$ cat config.mk
export PLATFORM = sky130hd
export DESIGN_NAME = cpu_sequencer_flat
export DESIGN_NICKNAME = d
export VERILOG_FILES = /design/src/rtl/cpu_pkg.sv /design/src/rtl/cpu_sequencer_if.sv /design/src/rtl/cpu_ctrl_decode.sv /design/src/rtl/cpu_sequencer.sv /design/src/flat_wrapper.sv
export SDC_FILE = /design/constraint.sdc
export NUM_CORES = 1
export LEC_CHECK = 0
export ABC_AREA = 1
export CAP_MARGIN = 40
export CORE_MARGIN = 2
export CORE_UTILIZATION = 48
export CTS_CLUSTER_SIZE = 12
export DETAILED_ROUTE_END_ITERATION = 10
export PLACE_DENSITY = 0.82
export SKIP_LAST_GASP = 1
export SYNTH_ARGS = -nofsm -noshare
export SYNTH_HDL_FRONTEND = slang
export SYNTH_SLANG_ARGS = --single-unit
$ cat constraint.sdc
create_clock -name clk -period 1.6 [get_ports clk]
set_input_delay 0.16 -clock clk [delete_from_list [all_inputs] [get_ports clk]]
set_output_delay 0.16 -clock clk [all_outputs]
set_load 0.03 [all_outputs]
$ cat src/rtl/cpu_pkg.sv
// Shared definitions for the multi-cycle mini CPU: opcodes, ALU op encodings,
// sequencer states and the decoded-instruction bundle.
package cpu_pkg;

  localparam logic [3:0] OP_NOP   = 4'h0;
  localparam logic [3:0] OP_LOAD  = 4'h1;
  localparam logic [3:0] OP_STORE = 4'h2;
  localparam logic [3:0] OP_ADD   = 4'h3;
  localparam logic [3:0] OP_SUB   = 4'h4;
  localparam logic [3:0] OP_AND   = 4'h5;
  localparam logic [3:0] OP_OR    = 4'h6;
  localparam logic [3:0] OP_XOR   = 4'h7;
  localparam logic [3:0] OP_JMP   = 4'h8;
  localparam logic [3:0] OP_JZ    = 4'hB;
  localparam logic [3:0] OP_HALT  = 4'hF;

  // Encodings understood by the ALU
  localparam logic [2:0] ALU_ADD = 3'b000;
  localparam logic [2:0] ALU_SUB = 3'b001;
  localparam logic [2:0] ALU_AND = 3'b010;
  localparam logic [2:0] ALU_OR  = 3'b011;
  localparam logic [2:0] ALU_XOR = 3'b100;

  typedef enum logic [2:0] {
    S_IDLE, S_FETCH, S_DECODE, S_EXEC, S_MEM, S_HALT
  } seq_state_e;

  typedef struct packed {
    logic       is_alu;
    logic       is_load;
    logic       is_store;
    logic       is_jmp;
    logic       is_jz;
    logic       is_halt;
    logic       illegal;
    logic [2:0] alu_op;
  } dec_t;

endpackage

$ cat src/rtl/cpu_sequencer_if.sv
// Instruction/data memory handshake bundle between the sequencer and memories.
interface cpu_sequencer_if #(
  parameter int ADDR_W  = 6,
  parameter int INSTR_W = 12
) ();
  logic               imem_req;
  logic [ADDR_W-1:0]  imem_addr;
  logic               imem_ack;
  logic [INSTR_W-1:0] instr;
  logic               dmem_req;
  logic               dmem_we;
  logic [ADDR_W-1:0]  dmem_addr;
  logic               dmem_ack;

  modport master (
    output imem_req, imem_addr, dmem_req, dmem_we, dmem_addr,
    input  imem_ack, instr, dmem_ack
  );

  modport slave (
    input  imem_req, imem_addr, dmem_req, dmem_we, dmem_addr,
    output imem_ack, instr, dmem_ack
  );
endinterface

$ cat src/rtl/cpu_ctrl_decode.sv
// Combinational opcode classifier; undefined opcodes are flagged illegal and
// otherwise behave as NOP.
module cpu_ctrl_decode
  import cpu_pkg::*;
#(
  parameter int OPC_W = 4
) (
  input  logic [OPC_W-1:0] opc,
  output dec_t             dec
);

  logic [3:0] op;
  assign op = 4'(opc);

  always_comb begin
    dec = '0;
    case (op)
      OP_NOP:   ;
      OP_LOAD:  dec.is_load  = 1'b1;
      OP_STORE: dec.is_store = 1'b1;
      OP_ADD:   begin dec.is_alu = 1'b1; dec.alu_op = ALU_ADD; end
      OP_SUB:   begin dec.is_alu = 1'b1; dec.alu_op = ALU_SUB; end
      OP_AND:   begin dec.is_alu = 1'b1; dec.alu_op = ALU_AND; end
      OP_OR:    begin dec.is_alu = 1'b1; dec.alu_op = ALU_OR;  end
      OP_XOR:   begin dec.is_alu = 1'b1; dec.alu_op = ALU_XOR; end
      OP_JMP:   dec.is_jmp  = 1'b1;
      OP_JZ:    dec.is_jz   = 1'b1;
      OP_HALT:  dec.is_halt = 1'b1;
      default:  dec.illegal = 1'b1;
    endcase
  end

endmodule

$ cat src/rtl/cpu_sequencer.sv
// Fetch/decode/execute/memory control FSM for the mini CPU: owns PC, IR,
// zero flag and a bus watchdog that halts the core on a missing acknowledge.
module cpu_sequencer
  import cpu_pkg::*;
#(
  parameter int OPC_W    = 4,
  parameter int RSEL_W   = 2,
  parameter int ADDR_W   = 6,
  parameter int WAIT_MAX = 15,
  localparam int INSTR_W = OPC_W + RSEL_W + ADDR_W
) (
  input  logic              clk,
  input  logic              rst_n,
  input  logic              start,
  cpu_sequencer_if.master   bus,
  output logic              reg_write,
  output logic [RSEL_W-1:0] reg_sel,
  output logic [2:0]        alu_op,
  input  logic              alu_zero,
  output logic [ADDR_W-1:0] pc,
  output logic              halted,
  output logic              bus_err,
  output logic              illegal
);

  localparam int WD_W = (WAIT_MAX > 1) ? $clog2(WAIT_MAX + 1) : 1;

  seq_state_e         state;
  logic [INSTR_W-1:0] ir;
  logic               z;
  logic [WD_W-1:0]    wd_cnt;
  dec_t               dec;

  logic [OPC_W-1:0]  ir_opc;
  logic [RSEL_W-1:0] ir_rsel;
  logic [ADDR_W-1:0] ir_addr;
  assign ir_opc  = ir[INSTR_W-1 -: OPC_W];
  assign ir_rsel = ir[ADDR_W +: RSEL_W];
  assign ir_addr = ir[ADDR_W-1:0];

  cpu_ctrl_decode #(.OPC_W(OPC_W)) u_dec (.opc(ir_opc), .dec(dec));

  logic mem_ack, wd_expire;
  assign mem_ack   = (state == S_FETCH) ? bus.imem_ack : bus.dmem_ack;
  // Expiry is judged on the count before this cycle, so an ack in the
  // WAIT_MAX-th waiting cycle still completes the access.
  assign wd_expire = (WAIT_MAX != 0) && (int'(wd_cnt) == WAIT_MAX - 1);

  assign bus.imem_req  = (state == S_FETCH);
  assign bus.imem_addr = pc;
  assign bus.dmem_req  = (state == S_MEM);
  assign bus.dmem_we   = (state == S_MEM) && dec.is_store;
  assign bus.dmem_addr = ir_addr;

  // LOAD write strobe is the one Mealy output: the datapath captures read
  // data on the same edge the ack is sampled.
  assign reg_write = ((state == S_EXEC) && dec.is_alu) ||
                     ((state == S_MEM) && dec.is_load && bus.dmem_ack);
  assign reg_sel   = (state == S_MEM) ? ir_rsel : '0;
  assign alu_op    = ((state == S_EXEC) && dec.is_alu) ? dec.alu_op : ALU_ADD;
  assign halted    = (state == S_HALT);

  always_ff @(posedge clk or negedge rst_n) begin
    if (!rst_n) begin
      state   <= S_IDLE;
      pc      <= '0;
      ir      <= '0;
      z       <= 1'b0;
      wd_cnt  <= '0;
      bus_err <= 1'b0;
      illegal <= 1'b0;
    end else begin
      case (state)
        S_IDLE: if (start) state <= S_FETCH;
        S_FETCH, S_MEM: begin
          if (mem_ack) begin
            wd_cnt <= '0;
            if (state == S_FETCH) begin
              ir    <= bus.instr;
              state <= S_DECODE;
            end else begin
              pc    <= pc + ADDR_W'(1);
              state <= S_FETCH;
            end
          end else if (wd_expire) begin
            wd_cnt  <= '0;
            bus_err <= 1'b1;
            state   <= S_HALT;
          end else if (WAIT_MAX != 0) begin
            wd_cnt <= wd_cnt + WD_W'(1);
          end
        end
        S_DECODE: begin
          if (dec.is_load || dec.is_store) state <= S_MEM;
          else if (dec.is_halt)            state <= S_HALT;
          else                             state <= S_EXEC;
        end
        S_EXEC: begin
          if (dec.is_alu)  z       <= alu_zero;
          if (dec.illegal) illegal <= 1'b1;
          if (dec.is_jmp || (dec.is_jz && z)) pc <= ir_addr;
          else                                pc <= pc + ADDR_W'(1);
          state <= S_FETCH;
        end
        S_HALT:  state <= S_HALT;
        default: state <= S_IDLE;
      endcase
    end
  end

endmodule

$ cat src/flat_wrapper.sv
// flat-port wrapper written by rule: the top's interface ports become plain ports
module cpu_sequencer_flat import cpu_pkg::*;
#(
  parameter int OPC_W    = 4,
  parameter int RSEL_W   = 2,
  parameter int ADDR_W   = 6,
  parameter int WAIT_MAX = 15,
  localparam int INSTR_W = OPC_W + RSEL_W + ADDR_W
)
  (clk, rst_n, start, reg_write, reg_sel, alu_op, alu_zero, pc, halted, bus_err, illegal, bus_imem_req, bus_imem_addr, bus_dmem_req, bus_dmem_we, bus_dmem_addr, bus_imem_ack, bus_instr, bus_dmem_ack);
  cpu_sequencer_if #(.ADDR_W(ADDR_W), .INSTR_W(INSTR_W)) bus_i ();
  input  logic clk;
  input  logic rst_n;
  input  logic start;
  output logic reg_write;
  output logic [RSEL_W-1:0] reg_sel;
  output logic [2:0] alu_op;
  input  logic alu_zero;
  output logic [ADDR_W-1:0] pc;
  output logic halted;
  output logic bus_err;
  output logic illegal;
  output wire logic [$bits(bus_i.imem_req)-1:0] bus_imem_req;
  output wire logic [$bits(bus_i.imem_addr)-1:0] bus_imem_addr;
  output wire logic [$bits(bus_i.dmem_req)-1:0] bus_dmem_req;
  output wire logic [$bits(bus_i.dmem_we)-1:0] bus_dmem_we;
  output wire logic [$bits(bus_i.dmem_addr)-1:0] bus_dmem_addr;
  input wire logic [$bits(bus_i.imem_ack)-1:0] bus_imem_ack;
  input wire logic [$bits(bus_i.instr)-1:0] bus_instr;
  input wire logic [$bits(bus_i.dmem_ack)-1:0] bus_dmem_ack;
  assign bus_imem_req = bus_i.imem_req;
  assign bus_imem_addr = bus_i.imem_addr;
  assign bus_dmem_req = bus_i.dmem_req;
  assign bus_dmem_we = bus_i.dmem_we;
  assign bus_dmem_addr = bus_i.dmem_addr;
  assign bus_i.imem_ack = bus_imem_ack;
  assign bus_i.instr = bus_instr;
  assign bus_i.dmem_ack = bus_dmem_ack;
  cpu_sequencer #(.OPC_W(OPC_W), .RSEL_W(RSEL_W), .ADDR_W(ADDR_W), .WAIT_MAX(WAIT_MAX)) u_core (.clk(clk), .rst_n(rst_n), .start(start), .bus(bus_i), .reg_write(reg_write), .reg_sel(reg_sel), .alu_op(alu_op), .alu_zero(alu_zero), .pc(pc), .halted(halted), .bus_err(bus_err), .illegal(illegal));
endmodule
==> metrics list, run 1 <==
- Ranked by instance count, the synthesized netlist is headed by 72 x nand2_1, 28 x dfrtp_1, 19 x inv_1, 19 x nand3_1, 13 x nor2_1.
- Number of filler instances in the final layout: 252
* Routed wire length: 4186 microns
* Library cell with the highest instance count after synthesis: nand2_1
* Congestion Overflow GR: 0
- Area leader, netlist: dfrtp_1
- Dividing the detail-routed wire length by the instance count gives 13.08 microns.
- The finished cells cover 2359 sq um.
- In this run the clock root is driven by a clkbuf_4.
* Leak: 1.206 nW
- Cell row count: 21
* Port Buffers: 47
- Power Dens Cells: 473.5 nW/um^2
- Final RePlAce weighted congestion: 0.8711
- Headroom to the max-slew limit came out at 76.49%.
- TritonCTS built the clock tree.
- The die is 63.78 microns tall.
- The first detailed-routing pass took 4 iterations.
- The number of slew-limit violations in the final report was 0.
* Count of vias placed by the detailed router: 1614
- Data arrival, critical path: 1480 ps
* Fmax: 608.4 MHz
- The die is 63.78 microns wide.
- First-pass GRT wire length: 6555 microns
- Via count of the first global-routing pass: 1453
- After synthesis, flip-flops and latches occupy 40.85% of the total area.
* Footprint of the multi-input gates: 873.3 sq um
- Total die area: 4068 sq um
* CP endpoint kind: primary output
- Across every metal layer, demand over resource in global routing totals 20.49%.
* Count of yosys warnings during synthesis: 0
- Clk pin slew, worst setup/hold paths: 150 ps
- Final clock skew: 0.7784 ps
* Post-place instance area: 2102 sq um
* Number of DRC violations after detailed-routing iteration 0: 129
- Async set-reset flop share out of synthesis: 100.0%
- The region available for standard cell placement spans 3390 sq um.
- Largest fanout of any net on the critical path: 5
* Utilization after layout: 69.58%
- Number of sinks handled by clock tree synthesis: 28
* Vias per cell: 5.044
- The final hold violation count was 0.
- After synthesis the netlist holds a flip-flop and latch count of 28.
- Minimum period implied by the final worst setup slack: 1644 ps
- Worst setup slack after layout: -43.73 ps
- Worst-Margin Slew: 354.0 ps
* Residual DRC: 0
- The HPWL after detailed placement is 2802 microns.
- Proportion of layout cells with a drive suffix above 1: 27.01%
* Failing checks: negative setup slack
* CP required: 1440 ps
* Initial core utilization: 50.61%
- In this run the cell area of the synthesized design comes to 1715 sq um.
- Insertion delay to the later sink of the worst-skew pair: 330 ps
- Share of the clock period used by the worst path: 102.7%
* Inserted Clock Buffers: 3
- Syn-to-layout area delta: 37.49%
- STA classifies the critical path startpoint as a flop.
- RSZ-0062 raised after global routing: true
- Post-synth EDFFs: 0
- The average instance in the mapped netlist occupies 7.727 sq um.
- Synthesis produced a netlist with a net count of 243.
* Reported max-cap violation count: 0
- The initial antenna violation count was 0.
- The flow ran to the end, but the final reports show violations.
* Proportion of netlist area held by the largest area contributor: 40.85%
- Diode insertion count for antenna repair: 0
- Dominant synthesized flop cell: dfrtp_1
* # IOs: 48
- Type of the setup path with the least slack: reg -> out
- Entering global routing, the biggest net connects 29 pins.
* Worst-case vdd ir drop: 370.1 uV
* Mapped Cells: 222
- The number of hold buffers added after CTS was 0.
- The longest clock path from root to sink contains 2 buffers.
- Largest cells by area after synthesis: dfrtp_1 41%, nand2_1 16%, nand3_1 5.5%
- Post-synthesis cell type count: 25
- Endpoints failing setup: 1
* Final ANT Viol Nets: 0
- In this run the number of H-tree levels came out at 1.
- In the final design database the tool counted 296 nets.
- Sequential cell area: 705.7 sq um
* Hold/Removal Path Class: in -> async
layer usage:
metal / GRT usage (%) / part of all wire (%) / up-vias
met4: 8.424 / 2.0 / 0
met1: 25.97 / 42 / 749
met3: 2.289 / 4.5 / 9
met5: 0 / 0 / -
li1: - / - / 792
met2: 35.42 / 51 / 64
state kept, by name, indices dropped and copies added (netlist names):
register,count
u_core.wd_cnt,4
u_core.illegal,1
u_core.z,1
u_core.state,3
u_core.ir,12
u_core.bus.imem_addr,6
u_core.bus_err,1
cell usage in the layout, fill, tap and decap left out, types with 6 or more instances in the layout:
cell type         n
buf_4            18
buf_6             8
clkdlybuf4s50_1  23
dfrtp_1          24
dlygate4sd2_1    14
inv_1            17
inv_2             6
nand2_1          68
nand2_2           6
nand3_1          18
nor2_1            7
nor2_4            7
o21ai_0           9
critical path, cell delays in order, from the launching register on:
cell,delay (ps)
dfrtp_2,470
inv_1,110
a21oi_2,190
nand2_1,150
o21ai_2,100
buf_6,140
repair_timing:
item                                   4_1_cts  5_1_grt
setup endpoints to repair                   19       19
resized for setup                           18       35
pin swaps                                    5        6
buffers inserted                            13        2
endpoints found under the hold margin        0        0
area by class of cell:
class	count	share of cell area, %
Clock buffer	4	1.538
Inverter	26	4.562
Multi-Input combinational cell	153	37.03
Sequential cell	28	29.92
Tap cell	46	2.440
Timing Repair Buffer	63	24.51
where the power goes:
| part | switching (mW) | internal, mW |
|---|---|---|
| clock network | 0.208 | 0.139 |
| registers | 0 | 0.708 |
| logic | 0.0231 | 0.0387 |
| total | 0.231 | 0.886 |
final timing paths:
path | start | endpoint | slack, ps | cells past startpoint
min in group clk | bus_instr[10] | u_core.ir[10] | 370 | 3
hold / removal | rst_n | u_core.state[2] | 180 | 2
setup / recovery | u_core.ir[10] | reg_write | -40 | 5
hold reg to reg | u_core.bus_err | u_core.bus_err | 500 | 1
setup reg to reg | u_core.state[0] | u_core.state[2] | 120 | 8
max in group asynchronous | rst_n | u_core.ir[10] | 1150 | 2
logic make-up after synthesis:
kind of cell             after synthesis  share of synthesized area [%]
AO/OA/AOI/OAI                         22                          7.659
adder cells (fa/ha/maj)                3                          2.188
XOR/XNOR                               5                          2.553
flip-flops                            28                          40.85
buffers and inverters                 41                          13.20
AND/OR/NAND/NOR                      123                          33.55
stage by stage:
stage                     instances  worst slack (ps)  power [mW]  setup TNS (ps)  hold WS (ps)
after floorplan                 222             39.87      0.7243               0        -135.6
after global placement          301             190.6      0.7847               0         459.3
after detailed placement        301             111.2      0.7839               0         467.2
after CTS                       318            -27.85       1.124          -41.16         194.0
after global routing            320            -75.87       1.164          -151.9         188.9
final                           320            -43.73       1.117          -43.73         177.8
Note: power is estimated with default switching activity, not from simulation.
==> run 2, diff against run 1 <==
- CELL_PAD_IN_SITES_DETAIL_PLACEMENT: not set -> 2
- CELL_PAD_IN_SITES_GLOBAL_PLACEMENT: not set -> 2
- CORE_ASPECT_RATIO: not set -> 1.5
- CORE_UTILIZATION: 48 -> 27
- CTS_BUF_LIST: not set -> sky130_fd_sc_hd__clkbuf_8
==> run 2 against run 1 <==
Critical endpoint unchanged. The run now ends clean. Total power rose by 22%. Sequential cell count did not move. Highest routed layer unchanged. Final area rose by 2.9%. Largest cell class unchanged.
==> metrics list, run 2 (synthesis results as in run 1) <==
- Detailed placement HPWL: 4026 microns (was 2802 microns)
* Initial antenna violation count: 0 (unchanged)
- Status: finished clean (was complete, but fails checks)
- Final clock skew: 1.489 ps (was 0.7784 ps)
- The total wire length after detailed routing came to 5613 microns (was 4186 microns).
* Worst-Margin Slew: 396.7 ps (was 354.0 ps)
- The overall power of the completed layout is 1.364 mW (was 1.117 mW).
- The H-tree depth came to 1 (unchanged).
* Share of the clock period used by the worst path: 99.50% (was 102.7%)
* Die span in y: 101.6 microns (was 63.78 microns)
* P_sw: 0.2821 mW (was 0.2309 mW)
- The final estimated routing congestion in global placement came to 0.8229 (was 0.8711).
- The buffering stage count on the worst path with inverters included is 2 (unchanged).
* Number of DRC violations after detailed-routing iteration 0: 25 (was 129)
- Slew headroom: 73.55% (was 76.49%)
* Diode insertion count for antenna repair: 0 (unchanged)
- The most common cell after layout, fill and taps aside is nand2_1 (unchanged).
- The areal power density over the cells was 562.3 nW/um^2 (was 473.5 nW/um^2).
- Type of the setup path with the least slack: reg -> out (unchanged)
- Syn-to-layout area delta: 41.43% (was 37.49%)
- Pin count of the biggest net entering global routing: 29 (unchanged)
* Drt first pass iters: 3 (was 4)
* Top library cells by usage in the layout, fill and taps aside: 70 x nand2_1, 27 x clkdlybuf4s50_1, 22 x dfrtp_1, 21 x buf_4 (was 68 x nand2_1, 24 x dfrtp_1, 23 x clkdlybuf4s50_1, 18 x nand3_1, 18 x buf_4)
- The cell that appears most often on the critical path is nand2_4.
* CTS Hold Bufs: 0 (unchanged)
- Data arrival, critical path: 1430 ps (was 1480 ps)
- RSZ-0062 raised after global routing: true (unchanged)
- The endpoint type of the worst setup path is a primary output (unchanged).
- Total internal power: 1.082 mW (was 0.8859 mW)
- The delay contributed by the slowest stage of the critical path was 480 ps (was 470 ps).
- Via count of the first global-routing pass: 1736 (was 1453)
* Longest Clk Path Bufs: 2 (unchanged)
- The count of input and output buffers is 47 (unchanged).
* Vias per cell: 4.660 (was 5.044)
- The effective utilization at floorplan is 27.98% (was 50.61%).
* Kind of start point of the critical path: flop (unchanged)
- The maximum frequency from static timing analysis is 628.1 MHz (was 608.4 MHz).
- Total die area: 7020 sq um (was 4068 sq um)
- Utilization after layout: 39.57% (was 69.58%)
- The maximum fanout encountered on the critical timing path was 5 (unchanged).
- The final hold violation count came to 0 (unchanged).
* Part of the total power dissipated in sequential elements: 51.8% (was 63.4%)
- The proportion of power drawn by the clock network was 43.4% (was 31.1%).
- Final ANT Viol Nets: 0 (unchanged)
* Congestion Overflow GR: 0 (unchanged)
- Number of sinks handled by clock tree synthesis: 28 (unchanged)
* Hold/Removal Path Class: in -> async (unchanged)
- The required time of the critical path is 1440 ps (about the same).
- Family with the most delay on the worst path: flip-flops (unchanged)
- The clock slew at the register clock pins of the worst setup and hold paths came to 110 ps (was 150 ps).
- Post-detailed-route wirelength per cell: 16.18 microns (was 13.08 microns)
* Buffer type at the clock tree root: clkbuf_8 (was clkbuf_4)
* Residual DRC: 0 (unchanged)
- The switching portion of total power came to 20.68% (about the same).
* First-pass GRT wire length: 8811 microns (was 6555 microns)
* Worst-case vdd ir drop: 267.5 uV (was 370.1 uV)
* Insertion delay to the later sink of the worst-skew pair: 290 ps (was 330 ps)
- Proportion of power drawn by combinational gates: 4.8% (was 5.5%)
* Net count, final: 295 (was 296)
* Hold Slack: 246.9 ps (was 177.8 ps)
- The global-route usage over all layers was 15.88% (was 20.49%).
- The number of slew-limit violations in the final report was 0 (unchanged).
- The library cell contributing the largest single delay on the critical path was dfrtp_2 (unchanged).
- Inserted Clock Buffers: 3 (unchanged)
- The site row count came to 35 (was 21).
- # IOs: 48 (unchanged)
* Proportion of layout cells with a drive suffix above 1: 25.64% (was 27.01%)
- Core Box Area: 6131 sq um (was 3390 sq um)
- The TritonCTS clock tree was yes (unchanged).
* Max FFs per register: 12 (unchanged)
* Reported max-cap violation count: 0 (unchanged)
* Series of cell instances along the critical path: nor2_4, nand2_4, inv_4, nand2_4, o21ai_4, buf_6 (was inv_1, a21oi_2, nand2_1, o21ai_2, buf_6)
* Count of vias placed by the detailed router: 1617 (was 1614)
* Minimum period implied by the final worst setup slack: 1592 ps (was 1644 ps)
- Register ranked first by flip-flop count: u_core.ir (unchanged)
- The chip width came to 69.08 microns (was 63.78 microns).
- The static leakage came to 1.202 nW (was 1.206 nW).
- Endpoints failing setup: 0 (was 1)
==> run 2: worst paths after layout <==
| path | from | to | slack, ps | cells after the start |
|---|---|---|---|---|
| max | u_core.state[1] | reg_write | 8 | 6 |
| min | rst_n | u_core.bus.imem_addr[2] | 250 | 2 |
| max reg2reg | u_core.state[1] | u_core.state[2] | 90 | 8 |
| min reg2reg | u_core.bus_err | u_core.bus_err | 500 | 1 |
| max in group asynchronous | rst_n | u_core.state[2] | 1030 | 2 |
| min in group clk | bus_instr[4] | u_core.ir[4] | 400 | 3 |
==> run 2: cell type report <==
cell class / count / area [sq um]
fillers: 701 / 3705
multi-input cells: 153 / 880.8
repair buffers: 62 / 560.5
well taps: 74 / 92.59
clock buffers: 3 / 41.29
inverters: 26 / 112.6
flip-flops and latches: 28 / 708.2
clock inverters: 1 / 30.03
==> run 2: power groups by stage <==
stage	sequential [mW]	combinational (mW)	clock (mW)
2_1_floorplan	0.721	0.00307	0
3_3_place_gp	0.721	0.0661	0
3_5_place_dp	0.721	0.0667	0
4_1_cts	0.707	0.0675	0.616
5_1_grt	0.707	0.0725	0.629
6_report	0.707	0.0654	0.592
==> run 2: per-layer routing <==
layer / wire length, microns / global-route usage, % / vias to the layer above / share of wire, %
li1: - / - / 791 / -
met1: 2154 / 17.26 / 785 / 38
met2: 3217 / 31.80 / 36 / 57
met3: 182 / 2.289 / 5 / 3.2
met4: 58 / 4.072 / 0 / 1.0
met5: 0 / 0 / - / 0
==> run 2: per-stage QoR <==
stage / cells / setup WS (ps) / cell area (sq um) / TNS, ps
after global placement: 329 / 73.23 / 2137 / 0
after detailed placement: 329 / 32.07 / 2137 / 0
after global routing: 347 / -90.09 / 2426 / -114.4
final: 347 / 7.965 / 2426 / 0
after floorplan: 222 / 39.87 / 1715 / 0
after CTS: 341 / -13.27 / 2301 / -13.27
==> run 2: repair_timing <==
action                                  CTS  global route
pin swaps                                 4             5
endpoints found under the setup margin   18            19
gates cloned                              0             0
setup buffers                             8             6
gates resized for setup                  24            22
